==> config.mk <==
export PLATFORM = sky130hd
export DESIGN_NAME = vec_pipe_reg
export DESIGN_NICKNAME = d
export VERILOG_FILES = /design/src/rtl/vec_pipe_reg.sv
export SDC_FILE = /design/constraint.sdc
export NUM_CORES = 1
export LEC_CHECK = 0
export CAP_MARGIN = 0
export CORE_AREA = 4 4 208 129
export DETAILED_ROUTE_END_ITERATION = 7
export DIE_AREA = 0 0 212 133
export GPL_TIMING_DRIVEN = 0
export HOLD_SLACK_MARGIN = 0.1
export PLACE_DENSITY_LB_ADDON = 0.08
export SLEW_MARGIN = 5
export SYNTH_ARGS = -nofsm -noshare
export SYNTH_HDL_FRONTEND = slang
export SYNTH_SLANG_ARGS = --single-unit
export TNS_END_PERCENT = 20
==> constraint.sdc <==
create_clock -name clk -period 1.8 [get_ports clk]
set_clock_uncertainty 0.1 [all_clocks]
set_input_delay 0.36 -clock clk [delete_from_list [all_inputs] [get_ports clk]]
set_output_delay 0.36 -clock clk [all_outputs]
set_load 0.02 [all_outputs]
==> src/rtl/vec_pipe_reg.sv <==
// vec_pipe_reg: multi-lane vector pipeline register built as a two-entry
// skid buffer. It sits between vector pipeline stages and sustains one
// transfer per cycle under backpressure. in_ready comes straight from a
// flop and has no combinational path from out_ready.
//
// Optional build macro:
//   VEC_PIPE_MASK_ZERO_EN - lanes whose mask bit is 0 are stored as RESET_VAL
//                           when captured. When the macro is undefined, lanes
//                           are stored verbatim and the mask is only carried.
//
// Ports:
//   clk        rising-edge clock
//   reset      asynchronous, active-low reset
//   flush      synchronous clear, active-high; takes priority over transfers
//   in_valid   upstream beat valid
//   in_ready   buffer can accept (registered)
//   in_data    LANES*WIDTH input, lane i at [i*WIDTH +: WIDTH]
//   in_mask    per-lane enable, bit i = lane i
//   out_valid  main entry holds a valid beat
//   out_ready  downstream accepts
//   out_data   registered output data (main entry)
//   out_mask   mask travelling with out_data
//   level      occupancy: 0, 1 or 2
module vec_pipe_reg #(
    parameter int unsigned      WIDTH     = 32,
    parameter int unsigned      LANES     = 4,
    parameter logic [WIDTH-1:0] RESET_VAL = '0
) (
    input  logic                   clk,
    input  logic                   reset,
    input  logic                   flush,
    input  logic                   in_valid,
    output logic                   in_ready,
    input  logic [LANES*WIDTH-1:0] in_data,
    input  logic [LANES-1:0]       in_mask,
    output logic                   out_valid,
    input  logic                   out_ready,
    output logic [LANES*WIDTH-1:0] out_data,
    output logic [LANES-1:0]       out_mask,
    output logic [1:0]             level
);

    typedef enum logic [1:0] {
        S_EMPTY = 2'd0,
        S_MAIN  = 2'd1,
        S_BOTH  = 2'd2
    } state_t;

    localparam logic [LANES*WIDTH-1:0] DATA_RST = {LANES{RESET_VAL}};

    state_t                   state, state_next;
    logic                     in_ready_q;
    logic [LANES*WIDTH-1:0]   main_data, skid_data;
    logic [LANES-1:0]         main_mask, skid_mask;
    logic [LANES*WIDTH-1:0]   captured;
    logic                     accept, emit;
    logic                     load_main_in, load_skid_in, move_skid;

    assign accept    = in_valid && in_ready_q;
    assign emit      = out_valid && out_ready;
    assign in_ready  = in_ready_q;
    assign out_valid = (state != S_EMPTY);
    assign out_data  = main_data;
    assign out_mask  = main_mask;
    assign level     = state;

    // Lane treatment at capture time.
    always_comb begin
        captured = in_data;
`ifdef VEC_PIPE_MASK_ZERO_EN
        for (int unsigned i = 0; i < LANES; i++) begin
            if (!in_mask[i]) begin
                captured[i*WIDTH +: WIDTH] = RESET_VAL;
            end
        end
`endif
    end

    always_comb begin
        state_next   = state;
        load_main_in = 1'b0;
        load_skid_in = 1'b0;
        move_skid    = 1'b0;
        case (state)
            S_EMPTY: begin
                if (accept) begin
                    state_next   = S_MAIN;
                    load_main_in = 1'b1;
                end
            end
            S_MAIN: begin
                if (accept && emit) begin
                    load_main_in = 1'b1;
                end else if (accept) begin
                    state_next   = S_BOTH;
                    load_skid_in = 1'b1;
                end else if (emit) begin
                    state_next   = S_EMPTY;
                end
            end
            S_BOTH: begin
                if (emit) begin
                    state_next = S_MAIN;
                    move_skid  = 1'b1;
                end
            end
            default: state_next = S_EMPTY;
        endcase
    end

    always_ff @(posedge clk or negedge reset) begin
        if (!reset) begin
            state      <= S_EMPTY;
            in_ready_q <= 1'b1;
            main_data  <= DATA_RST;
            main_mask  <= '0;
            skid_data  <= DATA_RST;
            skid_mask  <= '0;
        end else if (flush) begin
            state      <= S_EMPTY;
            in_ready_q <= 1'b1;
            main_data  <= DATA_RST;
            main_mask  <= '0;
            skid_data  <= DATA_RST;
            skid_mask  <= '0;
        end else begin
            state      <= state_next;
            // Registered look-ahead: ready next cycle iff the skid will be free.
            in_ready_q <= (state_next != S_BOTH);
            if (load_main_in) begin
                main_data <= captured;
                main_mask <= in_mask;
            end else if (move_skid) begin
                main_data <= skid_data;
                main_mask <= skid_mask;
            end
            if (load_skid_in) begin
                skid_data <= captured;
                skid_mask <= in_mask;
            end else if (move_skid) begin
                skid_data <= DATA_RST;
                skid_mask <= '0;
            end
        end
    end

endmodule

# Yosys cells after proc, flatten, opt, wreduce, memory -nomap -nowiden
# Cells that the tools add are included.
[word_totals]
regBits = 267
latchBits = 0
ramBits = 0
mem_bits_ro = 0
inputBits = 137
out_inout_bits = 136
elab_cells = 43
mem_count = 0
[op_classes]
add_sub_neg = 0
mul = 0
n_div = 0
order_cmp = 0
eq_ne = 3
shifts = 0
n_mux = 27
n_bitwise = 0
n_reduce_logical = 7
[op_table]
columns = ["op", "count"]
rows = [
  ["$mux W128", 6],
  ["$mux W4", 6],
  ["$mux W2", 6],
  ["$mux W1", 7],
  ["$pmux W2 S3", 1],
  ["$reduce_bool A3 Y1", 2],
  ["$logic_and A1 B1 Y1", 3],
  ["$eq A2 B1 Y1 const B", 1],
  ["$eq A2 B2 Y1 const B", 1],
  ["$logic_not A2 Y1", 1],
  ["$ne A2 B2 Y1 const B", 1],
  ["$pmux W1 S2", 1],
  ["$reduce_bool A2 Y1", 1],
]

# Logic depth before layout (Yosys ltp)
[logic_depth]
ltp_word = 8
ltp_mapped = 6
mapped_depth_nobuf = 4

# Worst setup path after synthesis
# Ideal clock, no wire load.
[synth_timing]
kind = "reg2reg"
start = "register in_ready_q (netlist: in_ready)"
end = "register skid_data[100]"
setup_ps = 65
t_arrival_ps = 1645
required_ps = 1635
path_slack_ps = -11
stages_incl_launch_ff = 7
path_buffers = 2
synth_period_minus_slack_ps = 1811
path_cell_list = "dfstp_2 > and3b_1 > nand2_1 > nor2_1 > buf_2 > buf_2 > a22o_1"
[synth_via]
elab_chain_cells = 6
word_cells_on_any_way = 8
classes_between = "mux (5); reduce/logical (3)"
[synth_rtl]
columns = ["element", "line_no", "source"]
rows = [
  ["from (decl)", "52", "logic in_ready_q;"],
  ["from (signal assigned)", "129", "in_ready_q <= (state_next != S_BOTH);"],
  ["$logic_and A1 B1 Y1 (*)", "59", "assign accept = in_valid && in_ready_q;"],
  ["$mux W1 or $logic_and A1 B1 Y1 (tied branches)", "94, 92", ""],
  ["$mux W1 (*)", "92", "if (accept && emit) begin"],
  ["$mux W1 (*)", "84", "case (state)"],
  ["$mux W128", "137", "if (load_skid_in) begin"],
  ["$mux W128", "119", "end else if (flush) begin"],
  ["to (signal assigned)", "138", "skid_data <= captured;"],
  ["to (decl)", "53", "logic [LANES*WIDTH-1:0] main_data, skid_data;"],
]
# Every way passes the cells marked *; elsewhere a longest branch is shown, timed or not.
# A chain may end at the register's enable or synchronous reset.

# Worst setup path in the final report
[layout_timing]
start = "register state[0] (netlist: level[0])"
end = "output out_valid"
[layout_via]
elab_chain_cells = 1
[layout_rtl]
columns = ["element", "line_no", "source"]
rows = [
  ["from (decl)", "51", "state_t state, state_next;"],
  ["from (signal assigned)", "127", "state <= state_next;"],
  ["$reduce_bool A2 Y1", "62", "assign out_valid = (state != S_EMPTY);"],
  ["to (decl)", "36", "output logic out_valid,"],
]
# Every way passes these cells.

==> out/qor.csv <==
metric,value,unit
synth_cells,1044,
required,1.34,ns
ys_types,21,
r2r_start,level[0]$_DFF_PN0_,
final-hold-violation-count,0,
worstSkewPairLatency,0.54,ns
die_area,28200,µm²
io_buffers,271,
setup_violations,42,
drt-initial-drc-count,1003,
die_y,133,µm
synth.largest_area_cell,dfrtp_1,
routedWlPerCell,21.60,µm
grt_pass1_vias,9684,
p_leak,0.007871,µW
fin_util,0.6751,
drive_above_1_share,0.1983,
drt_first_pass_iters,5,
min_path_type,primary input to asynchronous set/reset pin,
cp.buffers_inverters,2,
async_reset_ff_frac,1.000,
cap_violations,0,
cts_root_buf,clkbuf_16,
overflow,0,
synth_common_cells,"dfrtp_1 (266), nand2_1 (266), nor2_1 (133)",
die_x,212,µm
grt_antenna_before_repair,1,
synth_seq_cells,267,
synth_top_area_share,0.6034,
synth_edf_count,0,
worst_slew_pin_slew,0.7613,ns
gp_congestion,0.8336,
placement_rows,45,
cts_tree,built,
cp_max_fo,5,
status,"finished, violations left",
finalSetupTns,-0.9917,ns
finalWirelength,37520,µm
synthTopCellsByArea,"dfrtp_1 (60%), a22o_1 (10%), a311oi_1 (10%)",
fmax,0.5159,GHz
clock_path_buffers,3,
ys_seq_area_frac,0.6058,
synth_fp_nets,1181,
grt_setup_unrepaired,yes,
synth_area_per_cell,10.57,µm²
period_share,1.077,
relSlewSlack,0.4925,
gr-usage-all-layers,0.2511,
place_ws,-0.9586,ns
crit_path_start,level[0]$_DFF_PN0_,
grt_first_pass_wirelength,56660,µm
ant_nets,0,
worst_slack,-0.1382,ns
crit_chain,"buf_12, or2_4, buf_6",
cpPeakStageDelay,0.45,ns
path_clk_slew,0.07,ns
failed_checks,setup timing,
slowest_stage,dfrtp_2,
critPathLaunchType,flip-flop,
drcViolationCount,0,
core,24940,µm²
synthFlopType,dfrtp_1,
arrival,1.48,ns
critPathTopFamily,flip-flops,
viasPerCell,5.686,
numClockSinks,267,
hold_slack,0.1041,ns
initial_core_util,0.4423,
ios,273,
ys_warn_count,0,
nets,1525,
cts-buffers-inserted,26,
h-tree-depth,1,
p_per_area,927.5,nW/µm²
path_class,flip-flop to output port,
area_growth_syn_to_layout,52.64,%
min_period,1.938,ns
drv_slew,0,
worst_setup_path_end_kind,output port,
num_vias,9877,
syn_area,11030,µm²
vdd_ir_drop_max,0.7671,mV
hpwl,23520,µm
grt_max_degree,114,
per-stage QoR:
step | instances | instance area, µm² | total power [µW]
after CTS | 1718 | 15780 | 15410
after global routing | 1737 | 16840 | 16170
final | 1737 | 16840 | 15620
after detailed placement | 1646 | 14220 | 9024
after floorplan | 1044 | 11030 | 7654
after global placement | 1644 | 14160 | 9000
metal layers:
layer	share of wire	vias to the layer above	track usage	wire length (µm)
met5	0	-	0	0
met4	0.022	0	0.05542	814
met3	0.067	58	0.04739	2525
met2	0.44	386	0.3561	16490
met1	0.47	4971	0.3988	17700
li1	-	4462	-	-
logic make-up (layout without fill, tap and decap cells):
group                  count (synthesis)  after routing  share of synthesized area
XOR/XNOR                               1              1                  0.0007941
AND/OR/NAND/NOR                      407            407                     0.1409
multiplexers                           1              1                  0.0009074
AO/OA/AOI/OAI                        266            266                     0.2119
flip-flops                           267            267                     0.6058
other                                  0              1                          0
buffers and inverters                102            465                    0.03981
placed cells by master (no fill, tap or decap), drive strengths merged, types with 2 or more instances in the layout:
master | synthesis | layout
bufinv | 0 | 7
buf | 56 | 103
dfrtp | 266 | 266
nor2 | 133 | 133
clkdlybuf4s50 | 0 | 134
bufbuf | 0 | 3
and3b | 2 | 2
nand2 | 266 | 266
dlymetal6s2s | 0 | 11
a22o | 132 | 132
a311oi | 132 | 132
dlygate4sd2 | 0 | 120
clkinv | 0 | 4
clkbuf | 45 | 77
clkdlybuf4s15 | 0 | 3
repair_timing:
action,4_1_cts,5_1_grt
resized for setup,236,279
endpoints found under the setup margin,401,395
gates cloned,6,6
buffers inserted,15,14
hold endpoints to repair,123,0
pin swaps,7,68
hold buffers,4,0
flip-flops by register name, indices dropped and copies added (netlist names):
| name | flops |
|---|---|
| in_ready | 1 |
| level | 2 |
| out_data | 128 |
| out_mask | 4 |
| skid_data | 128 |
| skid_mask | 4 |
path summary, 6_finish.rpt:
kind,to,slack (ns),cells after the start
max,out_valid,-0.14,3
min,out_data[109]$_DFFE_PN0P_,0.10,5
max reg2reg,skid_mask[2]$_DFFE_PN0P_,-0.04,6
min reg2reg,skid_data[105]$_DFFE_PN0P_,0.41,1
max in group asynchronous,out_data[2]$_DFFE_PN0P_,0.45,6
min in group clk,out_data[99]$_DFFE_PN0P_,0.33,3
tightest hold or removal path, delay by kind of cell:
family / cells / cell delay, ns
buffers and inverters: 5 / 0.75
layout make-up:
class                           instances  area [µm²]
Antenna cell                            1       2.502
Buffer                                100       907.1
Clock buffer                           35       765.7
Clock inverter                         12       249.0
Fill cell                            1964        8104
Inverter                                1       3.754
Multi-Input combinational cell        675        4443
Sequential cell                       267        6685
Tap cell                              329       411.6
Timing Repair Buffer                  317        3371
power breakdown:
part | switching [µW] | internal [µW]
sequential | 205 | 6340
combinational | 1480 | 1160
clock | 2440 | 3990
total | 4130 | 11500
No activity file was read; power rests on OpenSTA's default activity.
